===== src/rtl/apb_uart_pkg.sv =====
// Shared UART definitions for the receive and transmit sides.
//   MAX_DATA_BITS : width of the data word ports (frames of 5..10 data bits)
//   MIN_DIV       : smallest clk-per-bit divisor honoured; smaller requests are raised to it
//   uart_state_e  : frame state encoding
//   clamp_div     : applies the MIN_DIV floor to a requested divisor
package apb_uart_pkg;

   localparam int unsigned MAX_DATA_BITS = 10;
   localparam int unsigned MIN_DIV       = 4;

   typedef enum logic [2:0] {
      StIdle,
      StStart,
      StData,
      StStop,
      StWaitHigh
   } uart_state_e;

   function automatic logic [15:0] clamp_div(input logic [15:0] div);
      return (div < 16'(MIN_DIV)) ? 16'(MIN_DIV) : div;
   endfunction

endpackage


===== src/rtl/apb_rx_sync.sv =====
// Two-flop synchronizer for the asynchronous serial line.
//   clk : sampling clock
//   rst : synchronous active-high reset; both flops go to 1 (line idle)
//   d   : asynchronous input
//   q   : synchronized output, two cycles behind d
module apb_rx_sync (
   input  logic clk,
   input  logic rst,
   input  logic d,
   output logic q
);

   logic meta_q;
   logic sync_q;

   always_ff @(posedge clk) begin
      if (rst) begin
         meta_q <= 1'b1;
         sync_q <= 1'b1;
      end else begin
         meta_q <= d;
         sync_q <= meta_q;
      end
   end

   assign q = sync_q;

endmodule


===== src/rtl/apb_rx.sv =====
// UART receiver: one start bit, DATA_BITS data bits (LSB first), one stop bit.
//   clk       : rising-edge clock
//   rst       : synchronous active-high reset
//   rx_in     : asynchronous serial line, idle high
//   baud_div  : clk cycles per bit period, sampled at frame start, floored at MIN_DIV
//   rx_ack    : consumer acknowledge of the held word
//   dout      : last good word, upper unused bits zero
//   rx_valid  : dout holds unacknowledged data
//   frame_err : one-cycle pulse when a stop bit is sampled low
//   overrun   : one-cycle pulse when a good frame replaces unacknowledged data
//   busy      : receiver is not idle
module apb_rx
   import apb_uart_pkg::*;
#(
   parameter int unsigned DATA_BITS = 8
) (
   input  logic                     clk,
   input  logic                     rst,
   input  logic                     rx_in,
   input  logic [15:0]              baud_div,
   input  logic                     rx_ack,
   output logic [MAX_DATA_BITS-1:0] dout,
   output logic                     rx_valid,
   output logic                     frame_err,
   output logic                     overrun,
   output logic                     busy
);

   logic rxs;

   apb_rx_sync u_sync (
      .clk (clk),
      .rst (rst),
      .d   (rx_in),
      .q   (rxs)
   );

   uart_state_e              state_q, state_d;
   logic [15:0]              div_q, div_d;
   logic [15:0]              cnt_q, cnt_d;
   logic [3:0]               idx_q, idx_d;
   logic [MAX_DATA_BITS-1:0] shreg_q, shreg_d;
   logic [MAX_DATA_BITS-1:0] dout_q, dout_d;
   logic                     valid_q, valid_d;
   logic                     ferr_q, ferr_d;
   logic                     ovr_q, ovr_d;

   logic        tick;
   logic [15:0] div_new;

   assign tick    = (cnt_q == 16'd0);
   assign div_new = clamp_div(baud_div);

   always_comb begin
      state_d = state_q;
      div_d   = div_q;
      cnt_d   = cnt_q;
      idx_d   = idx_q;
      shreg_d = shreg_q;
      dout_d  = dout_q;
      valid_d = valid_q;
      ferr_d  = 1'b0;
      ovr_d   = 1'b0;

      if (rx_ack && valid_q) begin
         valid_d = 1'b0;
      end

      // Bit timer runs only while a frame is being sampled.
      if (state_q == StStart || state_q == StData || state_q == StStop) begin
         cnt_d = tick ? (div_q - 16'd1) : (cnt_q - 16'd1);
      end

      case (state_q)
         StIdle: begin
            if (!rxs) begin
               state_d = StStart;
               div_d   = div_new;
               // First tick lands mid-way through the start bit.
               cnt_d   = (div_new >> 1) - 16'd1;
               shreg_d = '0;
            end
         end
         StStart: begin
            if (tick) begin
               if (!rxs) begin
                  state_d = StData;
                  idx_d   = 4'd0;
               end else begin
                  state_d = StIdle;
               end
            end
         end
         StData: begin
            if (tick) begin
               shreg_d[idx_q] = rxs;
               if (idx_q == 4'(DATA_BITS - 1)) begin
                  state_d = StStop;
               end else begin
                  idx_d = idx_q + 4'd1;
               end
            end
         end
         StStop: begin
            if (tick) begin
               if (rxs) begin
                  dout_d  = shreg_q;
                  valid_d = 1'b1;
                  // A same-cycle ack consumes the old word, so nothing is lost.
                  ovr_d   = valid_q && !rx_ack;
                  state_d = StIdle;
               end else begin
                  ferr_d  = 1'b1;
                  state_d = StWaitHigh;
               end
            end
         end
         StWaitHigh: begin
            // Hold off until the line recovers so a break is not read as a new start bit.
            if (rxs) begin
               state_d = StIdle;
            end
         end
         default: begin
            state_d = StIdle;
         end
      endcase
   end

   always_ff @(posedge clk) begin
      if (rst) begin
         state_q <= StIdle;
         div_q   <= '0;
         cnt_q   <= '0;
         idx_q   <= '0;
         shreg_q <= '0;
         dout_q  <= '0;
         valid_q <= 1'b0;
         ferr_q  <= 1'b0;
         ovr_q   <= 1'b0;
      end else begin
         state_q <= state_d;
         div_q   <= div_d;
         cnt_q   <= cnt_d;
         idx_q   <= idx_d;
         shreg_q <= shreg_d;
         dout_q  <= dout_d;
         valid_q <= valid_d;
         ferr_q  <= ferr_d;
         ovr_q   <= ovr_d;
      end
   end

   assign dout      = dout_q;
   assign rx_valid  = valid_q;
   assign frame_err = ferr_q;
   assign overrun   = ovr_q;
   assign busy      = (state_q != StIdle);

endmodule


===== config.mk =====
export PLATFORM = sky130hd
export DESIGN_NAME = apb_rx
export DESIGN_NICKNAME = d
export VERILOG_FILES = /design/src/rtl/apb_uart_pkg.sv /design/src/rtl/apb_rx_sync.sv /design/src/rtl/apb_rx.sv
export SDC_FILE = /design/constraint.sdc
export NUM_CORES = 1
export LEC_CHECK = 0
export CELL_PAD_IN_SITES_DETAIL_PLACEMENT = 0
export CELL_PAD_IN_SITES_GLOBAL_PLACEMENT = 1
export CORE_MARGIN = 4
export CORE_UTILIZATION = 40
export CTS_BUF_LIST = sky130_fd_sc_hd__clkbuf_4 sky130_fd_sc_hd__clkbuf_8
export DETAILED_ROUTE_END_ITERATION = 16
export PLACE_DENSITY = 0.8
export SLEW_MARGIN = 10
export SYNTH_ARGS = -nofsm -noshare
export SYNTH_HDL_FRONTEND = slang
export SYNTH_SLANG_ARGS = --single-unit

===== constraint.sdc =====
create_clock -name clk -period 2.9 [get_ports clk]
set_clock_uncertainty 0.1 [all_clocks]
set_input_delay 0.435 -clock clk [delete_from_list [all_inputs] [get_ports clk]]
set_output_delay 0.435 -clock clk [all_outputs]
set_load 0.02 [all_outputs]

==> impl_metrics.json, run 1 <==
{
  "status": "completed",
  "synthesis.nets": 471,
  "drt_wl_total_mm": 10.1,
  "hold_ws_ps": 328,
  "wl_per_cell_um": 16.5,
  "layout-drive-gt1-share_pct": 18.3,
  "antenna_left": 0,
  "antenna_cells": 0,
  "clock_path_buffers": 2,
  "cts-root-buf": "clkbuf_8",
  "vias_per_cell": 5.79,
  "die_h_um": 101,
  "ioPinCount": 34,
  "yosys.area.top_type": "dfxtp_1",
  "synth_seq_cells": 64,
  "die_width_um": 101,
  "seq_power_share_pct": 40.0,
  "period_share_pct": 94.4,
  "fin_ws_ps": 161,
  "reg2reg_depth": 10,
  "async_flop_share_pct": 0,
  "p_per_area_nw_per_um2": 542,
  "worst-slew-pin-transition_ps": 635,
  "hold_class": "reg2reg",
  "syn-instance-count": 444,
  "htreeDepth": 3,
  "cts_tree": "done",
  "cp_max_fo": 4,
  "endpoint_kind": "flip-flop",
  "peakVddDrop_uv": 282,
  "numPortBuffers": 33,
  "yosysWarnings": 0,
  "nNetsFinal": 526,
  "grt-ovfl-total": 0,
  "seq_area_frac_synth_pct": 36.8,
  "grt_start_max_net_pins": 38,
  "synth_edf_count": 0,
  "areaGrowthSynthToFinish_pct": 26.4,
  "grt_usage_pct": 20.3,
  "path_clk_slew_ps": 70,
  "arrival_ps": 2850,
  "syn_area_um2": 3480,
  "hold_end": "u_sync.q",
  "required_ps": 3020,
  "grt_pass1_vias": 3281,
  "first_iter_violations": 271,
  "fmaxAchievable_mhz": 365,
  "ff2ff_setup_slack_ps": 160,
  "fin_area_um2": 4400,
  "synth_top_area_share_pct": 36.8,
  "place_area_um2": 4140,
  "hold-path-cell-count": 1,
  "relSlewSlack_pct": 57.3,
  "ys_top_cells_by_area": "dfxtp_1, a21oi_1, nand2_1, nor2_1, xor2_1",
  "switching_share_pct": 29.3,
  "finalSetupTns_ps": 0,
  "hold_viol": 0,
  "cp-start-kind": "flip-flop",
  "vias": 3520,
  "maxCapViolations": 0,
  "synth_ff_type": "dfxtp_1",
  "clock_latency_ps": 340,
  "dieArea_um2": 10300,
  "gp_congestion": 0.881,
  "drtPass1Iterations": 5,
  "finalCriticalPeriod_ps": 2740,
  "critPathKind": "reg2reg",
  "grt_first_pass_wirelength_mm": 16.5,
  "comb_power_share_pct": 23.4,
  "pre_cts_slack_ps": -7.56,
  "slew_violations": 0,
  "min_from": "u_sync.meta_q",
  "cts_made_buffers": 9,
  "start_util_pct": 41.7,
  "p_int_mw": 1.69,
  "hpwl_mm": 7.20,
  "std_cell_rows": 33,
  "synth_cell_types": 49,
  "r2r_end": "cnt_q[6]",
  "syn_avg_cell_area_um2": 7.84,
  "leakage_nw": 1.56,
  "setup_viol": 0,
  "drt_drc_violations_left": 0,
  "worstReg2RegStart": "cnt_q[13]",
  "rsz0062_at_grt": "true",
  "total_power_mw": 2.39,
  "antenna_found_initial": 0,
  "cts.sinks": 64,
  "pwr-share-clk_pct": 36.6,
  "post_cts_buffers": 0,
  "core-area_um2": 8340,
  "p_sw_mw": 0.700
}
[layer usage]
layer	vias to the layer above	share of wire, %	GRT usage, %
met3	14	5.0	4.68
met4	0	1.5	6.34
met5	-	0	0
li1	1721	-	-
met2	94	45	31.2
met1	1691	49	28.1
[flip-flops by register name (all words and copies together), names as in the netlist]
signal         count
u_sync.q           1
shreg_q           10
dout              10
rx_valid           1
overrun            1
u_sync.meta_q      1
cnt_q             16
div_q             16
state_q            3
idx_q              4
frame_err          1
[per-stage QoR]
step                util (%)  cells
finish                  52.8    608
CTS                     52.3    608
global placement        49.6    593
global route            52.8    608
floorplan                  -    444
detailed placement      49.6    593
[logic make-up after synthesis]
| kind of cell | share of synthesized area, % |
|---|---|
| and+or+nand+nor | 28.9 |
| DFF | 36.8 |
| adders and majority gates | 2.52 |
| xor gates and xnor gates | 5.79 |
| AOI/OAI and AO/OA | 21.0 |
| muxes | 1.47 |
| buffers and inverters | 3.56 |
[power groups by stage]
stage / Combinational [mW] / Clock, mW / Sequential, mW
final: 0.558 / 0.875 / 0.954
after global routing: 0.606 / 0.928 / 0.958
after floorplan: 0.351 / 0 / 0.961
after detailed placement: 0.538 / 0 / 0.967
after CTS: 0.541 / 0.890 / 0.947
after global placement: 0.533 / 0 / 0.966
[synthesized netlist by cell type, drive strengths merged, types with 3 or more instances]
cell type  count
inv            6
o311a          3
a31o           5
or4            4
nor2b          4
xor2          18
a21oi         65
o221ai         7
xnor2          5
nor3          22
nor2          43
a2111oi        6
mux2i          4
nand2b         3
nand2         60
ha             7
or3           10
nor4          17
o21ai          8
buf            7
nand3b         5
a31oi          4
clkbuf        18
or2            7
a211oi         5
dfxtp         64
nand3         18
[cells in the final DEF, fill, tap and decap left out, types with 2 or more instances in the layout]
| cell type | instances |
|---|---|
| a21oi_1 | 64 |
| nand2_1 | 59 |
| dfxtp_1 | 57 |
| nor2_1 | 41 |
| buf_4 | 36 |
| clkdlybuf4s50_1 | 32 |
| nor3_1 | 19 |
| xor2_1 | 18 |
| nand3_1 | 18 |
| nor4_1 | 13 |
| clkbuf_8 | 11 |
| or3_1 | 10 |
| o21ai_0 | 8 |
| o221ai_1 | 7 |
| or2_2 | 7 |
| inv_1 | 6 |
| ha_1 | 6 |
| dfxtp_2 | 6 |
| xnor2_1 | 5 |
| nand3b_1 | 5 |
| a31o_2 | 5 |
| nor2b_1 | 4 |
| mux2i_1 | 4 |
| a2111oi_2 | 4 |
| a31oi_1 | 4 |
| a211oi_1 | 4 |
| o311a_1 | 3 |
| nand2b_1 | 3 |
| nor4_2 | 3 |
| or4_1 | 3 |
| nand4_1 | 2 |
| and2_1 | 2 |
| nor3_2 | 2 |
| nor2_2 | 2 |
| nor3b_1 | 2 |
| bufinv_16 | 2 |
[repair_timing]
item                       CTS  global route
hold buffers                 0             0
setup endpoints to repair    0             2
gates resized for setup      0            13
[how the worst max path moves through the flow]
stage / from / to / slack [ps] / cells past startpoint
6_report: cnt_q[13] / cnt_q[6] / 160 / 10
5_1_grt: cnt_q[4] / cnt_q[8] / -5 / 11
4_1_cts: cnt_q[12] / cnt_q[6] / 50 / 11
3_5_place_dp: baud_div[8] / cnt_q[14] / -8 / 10
3_3_place_gp: baud_div[8] / cnt_q[8] / 50 / 10
2_1_floorplan: cnt_q[0] / cnt_q[8] / 50 / 13
[worst max-delay path, stage by stage, from the launching register on]
cell and delay [ps]:
dfxtp_1 390, nor2_1 110, nand2_2 100, nor2_2 70, a21oi_1 160, ha_2 200, or3b_2 480, or3_1 390
a211oi_2 240, a2111oi_2 80, a2111oi_1 310
[area by class of cell]
| cell class | instances | area [um^2] |
|---|---|---|
| Multi-Input combinational cell | 349 | 2140 |
| Tap cell | 105 | 131 |
| Sequential cell | 64 | 1290 |
| Timing Repair Buffer | 69 | 596 |
| Fill cell | 782 | 3940 |
| Inverter | 6 | 22.5 |
| Clock buffer | 12 | 159 |
| Clock inverter | 3 | 65.1 |
(Power assumes the default switching activity.)
==> inputs of run 2 (changes only) <==
- CORE_MARGIN: 4 -> default
- GPL_TIMING_DRIVEN: default -> 1
==> impl_metrics.json, run 2 (same netlist as run 1, synthesis figures left out) <==
{
  "final_cell_mix": "a21oi_1, nand2_1, dfxtp_1",
  "numPortBuffers": 33,
  "n_fill_cell": 813,
  "grt_pass1_vias": 3231,
  "cts_made_buffers": 9,
  "die_width_um": 95.3,
  "slew_violations": 0,
  "placedCellCount": 594,
  "start_util_pct": 41.7,
  "areaGrowthSynthToFinish_pct": 26.4,
  "setup_viol": 0,
  "grt_usage_pct": 23.6,
  "leakage_nw": 1.56,
  "maxCapViolations": 0,
  "cts-root-buf": "clkbuf_8",
  "wl_per_cell_um": 16.5,
  "status": "completed",
  "core-area_um2": 8340,
  "final_cells": 611,
  "place_area_um2": 4140,
  "reg.largest.list": "cnt_q: 16 flops, div_q: 16 flops",
  "crit_slowest_cell": "or3b_2",
  "startpoint": "cnt_q[6]",
  "cp_top_family": "simple AND/OR/NAND/NOR gates",
  "grt_start_max_net_pins": 33,
  "worst-slew-pin-transition_ps": 645,
  "hpwl_mm": 7.26,
  "slowest_delay_ps": 490,
  "hold_ws_ps": 317,
  "fin_ws_ps": 81.5,
  "worstReg2RegStart": "cnt_q[6]",
  "cts_tree": "done",
  "grt-ovfl-total": 0,
  "grt_first_pass_wirelength_mm": 16.4,
  "path_clk_slew_ps": 80,
  "reg2reg_depth": 11,
  "endpoint_kind": "flip-flop",
  "hold_class": "reg2reg",
  "crit_chain": "nor3_1 -> nand3_1 -> nor2_2 -> a21oi_2 -> ha_2 -> or3b_2 -> or3_4 -> o21ai_1 -> a21oi_1 -> a2111oi_2 -> a2111oi_1",
  "cts_hold_buf": 0,
  "p_per_area_nw_per_um2": 533,
  "total_power_mw": 2.34,
  "relSlewSlack_pct": 57.0,
  "peakVddDrop_uv": 205,
  "antenna_cells": 0,
  "fmaxAchievable_mhz": 355,
  "cp-start-kind": "flip-flop",
  "arrival_ps": 2920,
  "ff2ff_setup_slack_ps": 80,
  "htreeDepth": 3,
  "drt_wl_total_mm": 10.1,
  "drtPass1Iterations": 5,
  "std_cell_rows": 33,
  "vias_per_cell": 5.73,
  "period_share_pct": 97.2,
  "final_common_cell": "a21oi_1",
  "nNetsFinal": 529,
  "antenna_left": 0,
  "ioPinCount": 34,
  "cts.sinks": 64,
  "r2r_end": "cnt_q[6]",
  "drt_drc_violations_left": 0,
  "pre_cts_slack_ps": -127,
  "finalCriticalPeriod_ps": 2820,
  "antenna_found_initial": 0,
  "clock_latency_ps": 340,
  "layout-drive-gt1-share_pct": 19.2,
  "worst-path-buf-inv": 0,
  "worstSetupPathDepth": 11,
  "cp_max_fo": 5,
  "hold_viol": 0,
  "clock_path_buffers": 2,
  "dieArea_um2": 9080,
  "critPathKind": "reg2reg",
  "first_iter_violations": 261,
  "required_ps": 3010,
  "vias": 3500,
  "die_h_um": 95.3,
  "endpoint": "cnt_q[6]",
  "fin_area_um2": 4400,
  "gp_congestion": 0.861
}
-- run 2: cell types whose count changed in the layout (fill, tap and decap cells not counted), moves of 2 or more --
cell and change:
buf_4 +3, clkbuf_8 -2, clkinvlp_4 +2, dfxtp_1 -2
dfxtp_2 +2
-- run 2: worst min-delay path by stage --
stage / from / end / slack (ps) / depth (start not counted)
2_1_floorplan: u_sync.meta_q / u_sync.q / 290 / 1
3_3_place_gp: u_sync.meta_q / u_sync.q / 300 / 1
3_5_place_dp: u_sync.meta_q / u_sync.q / 310 / 1
4_1_cts: u_sync.meta_q / u_sync.q / 320 / 1
5_1_grt: u_sync.meta_q / u_sync.q / 360 / 1
6_report: u_sync.meta_q / u_sync.q / 320 / 1
-- run 2: layout make-up --
class                           instances  area (um^2)  share of cell area, %
Clock inverter                          6         85.1                   1.93
Multi-Input combinational cell        349         2120                   48.3
Timing Repair Buffer                   72          618                   14.0
Tap cell                              105          131                   2.99
Inverter                                6         22.5                  0.512
Sequential cell                        64         1290                   29.4
Clock buffer                            9          124                   2.81
-- run 2: metal layers --
layer  vias up  global-route usage (%)  routed length [um]
met3        11                    4.39                 475
met2       100                    36.2                4500
met5         -                       0                   0
met4         0                    8.84                 121
met1      1659                    32.7                4970
li1       1730                       -                   -
-- run 2: metrics by stage --
step	utilization [%]	TNS, ps
finish	52.8	0
detailed placement	49.7	-191
global route	52.8	-4.71
floorplan	-	0
global placement	49.7	-96.3
CTS	52.3	0
-- run 2: power breakdown --
part	internal [mW]	switching, mW	leakage [nW]
logic	0.241	0.322	0.931
registers	0.915	0.0356	0.524
clock network	0.476	0.355	0.101
-- run 2: repair_timing --
item                                    CTS  global route
pin swaps                                 0             1
resized for setup                         2            13
buffers inserted                          0             2
endpoints found under the setup margin    1             2
==> inputs of run 3 (changes only) <==
- GPL_TIMING_DRIVEN: 1 -> 0
==> impl_metrics.json, run 3 (same netlist as run 1, synthesis figures left out) <==
{
  "crit_chain": "nor3_2 -> nand2_2 -> buf_8 -> nor2_4 -> buf_8 -> a21oi_4 -> ha_2 -> or3b_4 -> or3_4 -> o21ai_2 -> a21oi_2 -> a2111oi_4 -> a2111oi_2",
  "grt_pass1_vias": 3225,
  "std_cell_rows": 33,
  "slowest_delay_ps": 430,
  "numPortBuffers": 33,
  "cp-start-kind": "flip-flop",
  "vias": 3611,
  "final_cell_mix": "a21oi_1, nand2_1, dfxtp_1",
  "fmaxAchievable_mhz": 350,
  "cp_max_fo": 6,
  "comb_power_share_pct": 24.3,
  "switching_share_pct": 30.6,
  "place_area_um2": 3980,
  "grt-ovfl-total": 0,
  "pwr-share-clk_pct": 38.3,
  "p_int_mw": 1.78,
  "p_per_area_nw_per_um2": 563,
  "p_sw_mw": 0.787,
  "dieArea_um2": 9080,
  "endpoint_kind": "flip-flop",
  "htreeDepth": 3,
  "n_fill_cell": 797,
  "cts_made_buffers": 9,
  "hold_viol": 0,
  "grt_start_max_net_pins": 13,
  "hpwl_mm": 7.59,
  "cts-root-buf": "clkbuf_8",
  "status": "completed",
  "die_width_um": 95.3,
  "start_util_pct": 41.7,
  "arrival_ps": 2950,
  "antenna_found_initial": 0,
  "maxCapViolations": 0,
  "drt_wl_total_mm": 10.8,
  "areaGrowthSynthToFinish_pct": 31.2,
  "cts.sinks": 64,
  "first_iter_violations": 346,
  "path_clk_slew_ps": 80,
  "required_ps": 2990,
  "wl_per_cell_um": 17.5,
  "fin_area_um2": 4570,
  "clock_path_buffers": 2,
  "ff_latch_area_um2": 1320,
  "vias_per_cell": 5.87,
  "period_share_pct": 98.5,
  "leakage_nw": 1.58,
  "drtPass1Iterations": 8,
  "antenna_cells": 0,
  "hold_ws_ps": 312,
  "peakVddDrop_uv": 269,
  "relSlewSlack_pct": 52.9,
  "clock_latency_ps": 350,
  "worst-slew-pin-transition_ps": 705,
  "core-area_um2": 8340,
  "seq_power_share_pct": 37.5,
  "antenna_left": 0,
  "reg.largest.list": "cnt_q: 16 flops, div_q: 16 flops",
  "slew_violations": 0,
  "nNetsFinal": 532,
  "crit_top_cell": "buf_8",
  "finalCriticalPeriod_ps": 2860,
  "grt_usage_pct": 25.0,
  "die_h_um": 95.3,
  "crit_slowest_cell": "or3_4",
  "drt_drc_violations_left": 0,
  "hold_class": "reg2reg",
  "setup_viol": 0,
  "cts_tree": "done",
  "layout-drive-gt1-share_pct": 20.0,
  "final_common_cell": "a21oi_1",
  "grt_first_pass_wirelength_mm": 17.0,
  "rsz0062_at_grt": "true",
  "critPathKind": "reg2reg",
  "gp_congestion": 0.915,
  "ioPinCount": 34,
  "multi_input_area_um2": 2260
}
==> run 3: cell types whose count changed in the layout (fill, tap and decap cells not counted), sizes merged <==
cell | previous run | this run
bufinv | 2 | 3
clkbuf | 9 | 28
buf | 40 | 24
inv | 6 | 7
dlymetal6s2s | 0 | 2
clkinv | 2 | 0
clkdlybuf4s50 | 32 | 31
==> run 3: stage by stage <==
stage               total power [mW]  setup TNS [ps]  cells  util (%)  setup WS (ps)
finish                          2.57               0    615      54.8           42.5
floorplan                       1.31               0    444         -           46.7
detailed placement              1.46           -3150    582      47.7           -539
global placement                1.46           -2550    582      47.7           -479
global route                    2.66           -45.3    615      54.8          -45.3
CTS                             2.51               0    608      53.1          0.365
==> run 3: path summary, 6_finish.rpt <==
kind	from	to	slack, ps	depth (start not counted)
worst max register to register	cnt_q[10]	cnt_q[6]	40	13
worst max-delay path	cnt_q[10]	cnt_q[6]	40	13
worst min register to register	u_sync.meta_q	u_sync.q	310	1
worst min-delay path	u_sync.meta_q	u_sync.q	310	1
==> run 3: worst max-delay path: cells and delay by family, from the launching register on <==
| family | cells | cell delay [ps] |
|---|---|---|
| fa+ha+maj | 1 | 200 |
| compound gates | 5 | 740 |
| simple gates | 5 | 1020 |
| buf+inv | 2 | 250 |
| flops | 1 | 370 |
==> run 3: repair_timing <==
| action | CTS | global route |
|---|---|---|
| pin swaps | 5 | 17 |
| resized for setup | 40 | 21 |
| setup endpoints to repair | 6 | 7 |
| hold buffers | 0 | 0 |
| endpoints found under the hold margin | 0 | 0 |
| setup buffers | 10 | 8 |
==> run 3: power by group through the flow <==
| stage | logic, mW | clock network, mW | registers, mW |
|---|---|---|---|
| floorplan | 0.351 | 0 | 0.961 |
| global placement | 0.483 | 0 | 0.973 |
| detailed placement | 0.488 | 0 | 0.974 |
| CTS | 0.570 | 0.988 | 0.958 |
| global route | 0.663 | 1.03 | 0.966 |
| finish | 0.624 | 0.984 | 0.963 |
==> run 3: routing by layer <==
layer  up-vias  GRT usage [%]  wire length, um
li1       1733              -                -
met1      1708           38.2             5350
met2       149           35.0             4550
met3        21           3.99              693
met4         0           8.08              188
met5         -              0                0
==> run 3: layout make-up <==
class                   count  area share, %
multi-input cells         349           49.4
inverters                   6          0.493
clock buffers              10           3.01
flip-flops and latches     64           28.9
well taps                 105           2.88
plain buffers              24           2.57
repair buffers             51           10.3
clock inverters             6           2.49
